File: src/rtl/vec_mem_sequencer.sv
// MEM-stage vector sequencer: walks one RAM element per cycle for vector or
// scalar loads/stores, freezing the pipeline while a command is in flight.
module vec_mem_sequencer #(
  parameter int ADDR_W = 19,
  parameter int ELEM_W = 16,
  parameter int LANES  = 16,
  parameter int RD_LAT = 1
) (
  input  logic                    clk,
  input  logic                    rst,
  input  logic                    start_load,
  input  logic                    start_store,
  input  logic                    scalar_mode,
  input  logic [ADDR_W-1:0]       base_addr,
  input  logic [4:0]              rd_in,
  input  logic [LANES*ELEM_W-1:0] store_data,
  input  logic [ELEM_W-1:0]       mem_rdata,
  output logic [ADDR_W-1:0]       mem_addr,
  output logic [ELEM_W-1:0]       mem_wdata,
  output logic                    mem_wren,
  output logic [LANES*ELEM_W-1:0] load_data,
  output logic [4:0]              load_rd,
  output logic                    load_valid,
  output logic                    done,
  output logic                    busy,
  output logic                    stall,
  output logic [31:0]             access_count
);

  localparam int VEC_W  = LANES * ELEM_W;
  localparam int BEAT_W = (LANES > 1) ? $clog2(LANES) : 1;

  typedef enum logic [2:0] {
    IDLE       = 3'd0,
    STORE      = 3'd1,
    LOAD_ISSUE = 3'd2,
    LOAD_DRAIN = 3'd3,
    DONE       = 3'd4
  } state_t;

  state_t state, state_next;

  logic [ADDR_W-1:0] cap_base;
  logic [4:0]        cap_rd;
  logic [VEC_W-1:0]  cap_data;
  logic              cap_scalar;
  logic              cap_load;
  logic [BEAT_W-1:0] beat;
  logic [BEAT_W-1:0] beat_inc;
  logic [BEAT_W-1:0] last_beat;
  logic              issue_last;
  logic              accept;
  logic              drain_done;

  // Read-return tracker: stage k holds the beat issued k+1 cycles ago.
  logic [RD_LAT-1:0] rd_vld;
  logic [BEAT_W-1:0] rd_lane [RD_LAT];
  logic [VEC_W-1:0]  rd_buf;
  logic [VEC_W-1:0]  rd_buf_next;

  // Command handshake: a start is taken only in IDLE; stall rises in that same
  // cycle and stays high until the command reaches DONE, so the pipeline holds
  // the issuing instruction. Starts seen while busy are dropped, never queued.
  assign accept     = (state == IDLE) && (start_load || start_store);
  assign last_beat  = cap_scalar ? '0 : BEAT_W'(LANES - 1);
  assign issue_last = (beat == last_beat);
  assign beat_inc   = beat + BEAT_W'(1);
  assign drain_done = rd_vld[RD_LAT-1] && (rd_lane[RD_LAT-1] == last_beat);

  assign busy       = (state != IDLE);
  assign done       = (state == DONE);
  assign load_valid = (state == DONE) && cap_load;
  assign stall      = accept || ((state != IDLE) && (state != DONE));

  always_ff @(posedge clk or negedge rst) begin
    if (!rst) begin
      state <= IDLE;
    end else begin
      state <= state_next;
    end
  end

  always_comb begin
    state_next = state;
    case (state)
      IDLE: begin
        if (start_load) begin
          state_next = LOAD_ISSUE;
        end else if (start_store) begin
          state_next = STORE;
        end
      end
      STORE:      if (issue_last) state_next = DONE;
      LOAD_ISSUE: if (issue_last) state_next = LOAD_DRAIN;
      LOAD_DRAIN: if (drain_done) state_next = DONE;
      DONE:       state_next = IDLE;
      default:    state_next = IDLE;
    endcase
  end

  always_comb begin
    rd_buf_next = rd_buf;
    if (rd_vld[RD_LAT-1]) begin
      rd_buf_next[int'(rd_lane[RD_LAT-1])*ELEM_W +: ELEM_W] = mem_rdata;
    end
  end

  always_ff @(posedge clk or negedge rst) begin
    if (!rst) begin
      rd_vld <= '0;
      for (int k = 0; k < RD_LAT; k++) begin
        rd_lane[k] <= '0;
      end
    end else begin
      for (int k = RD_LAT - 1; k > 0; k--) begin
        rd_vld[k]  <= rd_vld[k-1];
        rd_lane[k] <= rd_lane[k-1];
      end
      rd_vld[0]  <= (state == LOAD_ISSUE);
      rd_lane[0] <= beat;
    end
  end

  always_ff @(posedge clk or negedge rst) begin
    if (!rst) begin
      cap_base     <= '0;
      cap_rd       <= '0;
      cap_data     <= '0;
      cap_scalar   <= 1'b0;
      cap_load     <= 1'b0;
      beat         <= '0;
      mem_addr     <= '0;
      mem_wdata    <= '0;
      mem_wren     <= 1'b0;
      rd_buf       <= '0;
      load_data    <= '0;
      load_rd      <= '0;
      access_count <= '0;
    end else begin
      rd_buf <= rd_buf_next;
      case (state)
        IDLE: begin
          if (accept) begin
            cap_base   <= base_addr;
            cap_rd     <= rd_in;
            cap_data   <= store_data;
            cap_scalar <= scalar_mode;
            cap_load   <= start_load;
            beat       <= '0;
            mem_addr   <= base_addr;
            mem_wren   <= !start_load;
            rd_buf     <= '0;
            if (!start_load) begin
              mem_wdata <= store_data[ELEM_W-1:0];
            end
          end
        end
        STORE, LOAD_ISSUE: begin
          if (issue_last) begin
            mem_wren <= 1'b0;
          end else begin
            beat     <= beat_inc;
            mem_addr <= cap_base + ADDR_W'(beat_inc);
            if (state == STORE) begin
              mem_wdata <= cap_data[int'(beat_inc)*ELEM_W +: ELEM_W];
            end
          end
        end
        default: ;
      endcase
      // Results and the command count land on the edge entering DONE so they
      // are already visible while done/load_valid pulse.
      if (state_next == DONE) begin
        access_count <= access_count + 32'd1;
        if (cap_load) begin
          load_data <= rd_buf_next;
          load_rd   <= cap_rd;
        end
      end
    end
  end

endmodule

File: config.mk
export PLATFORM = sky130hd
export DESIGN_NAME = vec_mem_sequencer
export DESIGN_NICKNAME = d
export VERILOG_FILES = /design/src/rtl/vec_mem_sequencer.sv
export SDC_FILE = /design/constraint.sdc
export NUM_CORES = 2
export LEC_CHECK = 0
export ABC_AREA = 1
export CORE_MARGIN = 1
export CORE_UTILIZATION = 27
export CTS_BUF_LIST = sky130_fd_sc_hd__clkbuf_8
export DETAILED_ROUTE_END_ITERATION = 8
export GPL_TIMING_DRIVEN = 1
export SYNTH_ARGS = -nofsm -noshare
export SYNTH_HDL_FRONTEND = slang
export SYNTH_SLANG_ARGS = --single-unit
File: constraint.sdc
create_clock -name clk -period 5.5 [get_ports clk]
set_input_delay 1.1 -clock clk [delete_from_list [all_inputs] [get_ports clk]]
set_output_delay 1.1 -clock clk [all_outputs]
set_load 0.02 [all_outputs]
==> results.yml <==
critical_path:
  crit_arrival_ns: 5.29
  crit_slowest_cell: "dfrtp_1"
  crit_fanout: 43
  worstReg2RegEnd: "rd_buf[92]$_DFF_PN0_"
  critPathLaunchType: "flop"
  cpPeakStageDelay_ns: 0.87
  worstPathRequired_ns: 6.33
  crit_buf_inv: 3
  path_class: "flop to flop"
  worst_path_dominant_cell_family: "simple AND/OR/NAND/NOR gates"
  cp-end-kind: "flop"
  crit_top_cell: "nand2_1"
  reg2reg_depth: 10
  rr_startpoint: "rd_lane[0]$_DFF_PN0_"
  ordered_list_of_cells_on_the_worst_path: "inv_1 > ha_2 > inv_1 > nand2_1 > nand2_1 > clkinv_2 > nor2_4 > nand2_1 > o21ai_1 > and2_1"
  r2r_setup_slack_ns: 1.04
yosys:
  synth-simple-area-share: 0.3308
  share_of_async_settable_or_async_resettable_flops_after_synthesis: 1.000
  ys_ff_latch: 879
  synth_cell_types: 41
  netlist_area_um2: 40370
  mappedNetlistNets: 5534
  synthesis.yosys.warnings: 0
  post_synth_xor_area_fraction: 0.004525
  synth-main-ff-cell: "dfrtp_1"
  synthCells: 5224
  synth-edff-count: 0
  synth-compound-area-share: 0.05303
  synth_top_family_by_area: "simple AND/OR/NAND/NOR gates"
  muxShareOfSynthArea: 0
  yosys.area_share.adder: 0.002975
  syn_avg_cell_area_um2: 7.728
  seq_area_frac_synth: 0.5449
power:
  switching_power_w: 0.003483
  total_leakage_power_nw: 24.90
  pwr_density_cell_nw_per_um2: 265.5
  switching_share: 0.2550
  vdd.ir_drop.worst_v: 0.0001720
  power_frac_seq: 0.495
  comb_power_share: 0.058
  power_report.internal_total_w: 0.01018
  pwr-share-clk: 0.447
cells_and_area:
  final_cell_mix: "nand2_1 (2246), dfrtp_1 (878), clkdlybuf4s50_1 (631)"
  n_fill_cell: 15556
  drive_above_1_share: 0.05393
  nNetsFinal: 6074
  layout-area-overhead-vs-synth_pct: 27.46
  finish.utilization: 0.3476
  commonest_non_fill_non_tap_cell_in_the_layout: "nand2_1"
routing:
  ant_nets: 0
  drt_drc_violations_left: 0
  postRouteWirelength_mm: 151.1
  vias: 36699
  first_iter_violations: 3094
  avgViaCountPerCell: 4.692
  drt_pre_antenna_iters: 6
  routedWlPerCell_um: 19.32
floorplanning:
  die_x_um: 388.7
  die_area_um2: 151100
  placementRows: 141
  coreArea_um2: 148000
  die_height_um: 388.7
  pin_count: 634
  starting_density_of_the_core: 0.2727
sta:
  timing.final.setup_violations: 0
  max_freq_mhz: 224.3
  finalHoldViolCount: 0
  timing_worst_slew_pin_value_ns: 1.154
  unrepaired_setup_endpoints_after_global_routing: "no"
  maxSlewHeadroom: 0.2288
  finalCritPeriodShare: 0.8107
  setup_total_negative_slack_ns: 0
  worst_clock_skew_ns: 0.05304
  final_max_slew_viol_count: 0
  finalWorstPathRequiredPeriod_ns: 4.459
global_route:
  grt_antenna_before_repair: 22
  grt_start_max_net_pins: 198
  globalRouteTotalUtil: 0.1967
  grt_pass1_vias: 35728
  grt_remaining_overflow: 0
  grt_pass1_wl_mm: 225.6
cts:
  clockBufferDepth: 3
  htree_num_levels: 4
  postCtsResizedCells: 0
  cts_hold_buffers: 0
  tritoncts: "yes"
  worst_skew_pair.late_latency_ns: 0.91
  post_cts_buffers: 0
  cts_root_buf: "clkbuf_8"
  clock_sink_count: 879
  cts_buffer_count: 158
  clkSlewWorstSetupHoldPaths_ns: 0.06
placed_design:
  gp_congestion: 0.8864
  place_hpwl_mm: 106.3
  port_buffers: 633
run_status:
  status: "finished clean"
flow_run:
  max-cap-violations: 0
worst_hold_path:
  min_path_type: "input port to asynchronous set/reset pin"
through the flow:
stage / instances / setup slack (ns) / hold WS [ns] / power, W / area (um^2)
2_1_floorplan: 5224 / 2.342 / 0.3952 / 0.007137 / 40370
3_3_place_gp: 7534 / 1.329 / 0.4108 / 0.007655 / 48340
6_report: 7821 / 1.041 / 0.1469 / 0.01366 / 51460
3_5_place_dp: 7534 / 1.172 / 0.4280 / 0.007671 / 48340
4_1_cts: 7808 / 1.191 / 0.1897 / 0.01384 / 51420
5_1_grt: 7812 / 0.8191 / 0.1666 / 0.01423 / 51430
worst max-delay path by stage:
| stage | slack, ns | from | cells after the start | end |
|---|---|---|---|---|
| floorplan | 2.34 | start_load | 6 | stall |
| global placement | 1.33 | rd_lane[0]$_DFF_PN0_ | 10 | rd_buf[86]$_DFF_PN0_ |
| detailed placement | 1.17 | rd_lane[0]$_DFF_PN0_ | 10 | rd_buf[220]$_DFF_PN0_ |
| CTS | 1.19 | rd_lane[0]$_DFF_PN0_ | 10 | rd_buf[210]$_DFF_PN0_ |
| global route | 0.82 | rd_lane[0]$_DFF_PN0_ | 10 | rd_buf[92]$_DFF_PN0_ |
| finish | 1.04 | rd_lane[0]$_DFF_PN0_ | 10 | rd_buf[92]$_DFF_PN0_ |
flip-flops by register name (all words and copies together) (netlist names), 3 cells and up:
| register | cells |
|---|---|
| access_count | 32 |
| mem_addr | 19 |
| beat | 4 |
| cap_rd | 5 |
| rd_lane | 4 |
| load_rd | 5 |
| load_data | 256 |
| state | 3 |
| rd_buf | 256 |
| mem_wdata | 16 |
| cap_base | 19 |
| cap_data | 256 |
layout make-up:
cell class / count / area [um^2] / share of cell area
Tap cell: 1930 / 2415 / 0.04693
Sequential cell: 879 / 22000 / 0.4275
Antenna cell: 13 / 32.53 / 0.0006322
Multi-Input combinational cell: 3738 / 15860 / 0.3081
Clock buffer: 187 / 2574 / 0.05002
Inverter: 305 / 1154 / 0.02242
Clock inverter: 87 / 508.0 / 0.009872
Timing Repair Buffer: 682 / 6919 / 0.1345
power by group through the flow:
stage / clock (W) / sequential [W] / combinational [W]
after floorplan: 0 / 0.00685 / 0.000288
after global placement: 0 / 0.00687 / 0.000785
after detailed placement: 0 / 0.00687 / 0.000797
after CTS: 0.00628 / 0.00676 / 0.000800
after global routing: 0.00656 / 0.00678 / 0.000884
final: 0.00611 / 0.00676 / 0.000788
Yosys cell counts (8+ instances only):
cell | number | area share
nand3b_1 | 11 | 0.0020
clkbuf_1 | 130 | 0.012
nand4_1 | 80 | 0.012
buf_1 | 16 | 0.0015
nand3_1 | 369 | 0.046
buf_4 | 9 | 0.0017
buf_2 | 134 | 0.017
ha_1 | 8 | 0.0025
inv_1 | 294 | 0.027
inv_2 | 9 | 0.00084
o211ai_1 | 8 | 0.0015
o21ai_0 | 226 | 0.028
and2_1 | 48 | 0.0074
nor3_1 | 25 | 0.0031
a21oi_1 | 119 | 0.015
nor2_1 | 482 | 0.045
nand2_1 | 2247 | 0.21
xor2_1 | 10 | 0.0022
dfrtp_1 | 879 | 0.54
xnor2_1 | 9 | 0.0020
o21ai_1 | 58 | 0.0072
buf_6 | 13 | 0.0036
metal layers:
layer | vias up | global-route usage | wire length (um)
met5 | - | 0 | 103
met4 | 16 | 0.09156 | 7037
met3 | 291 | 0.05176 | 12100
met2 | 1384 | 0.3043 | 67580
met1 | 17583 | 0.2556 | 64260
li1 | 17425 | - | -
cells by family (layout without fill, tap and decap cells):
| logic type | after synthesis | after routing |
|---|---|---|
| buffers and inverters | 607 | 1261 |
| xor gates and xnor gates | 20 | 20 |
| AOI/OAI and AO/OA | 418 | 418 |
| and+or+nand+nor | 3291 | 3291 |
| other | 0 | 13 |
| adders and majority gates | 9 | 9 |
| DFF | 879 | 879 |
No activity file was read; power rests on OpenSTA's default activity.
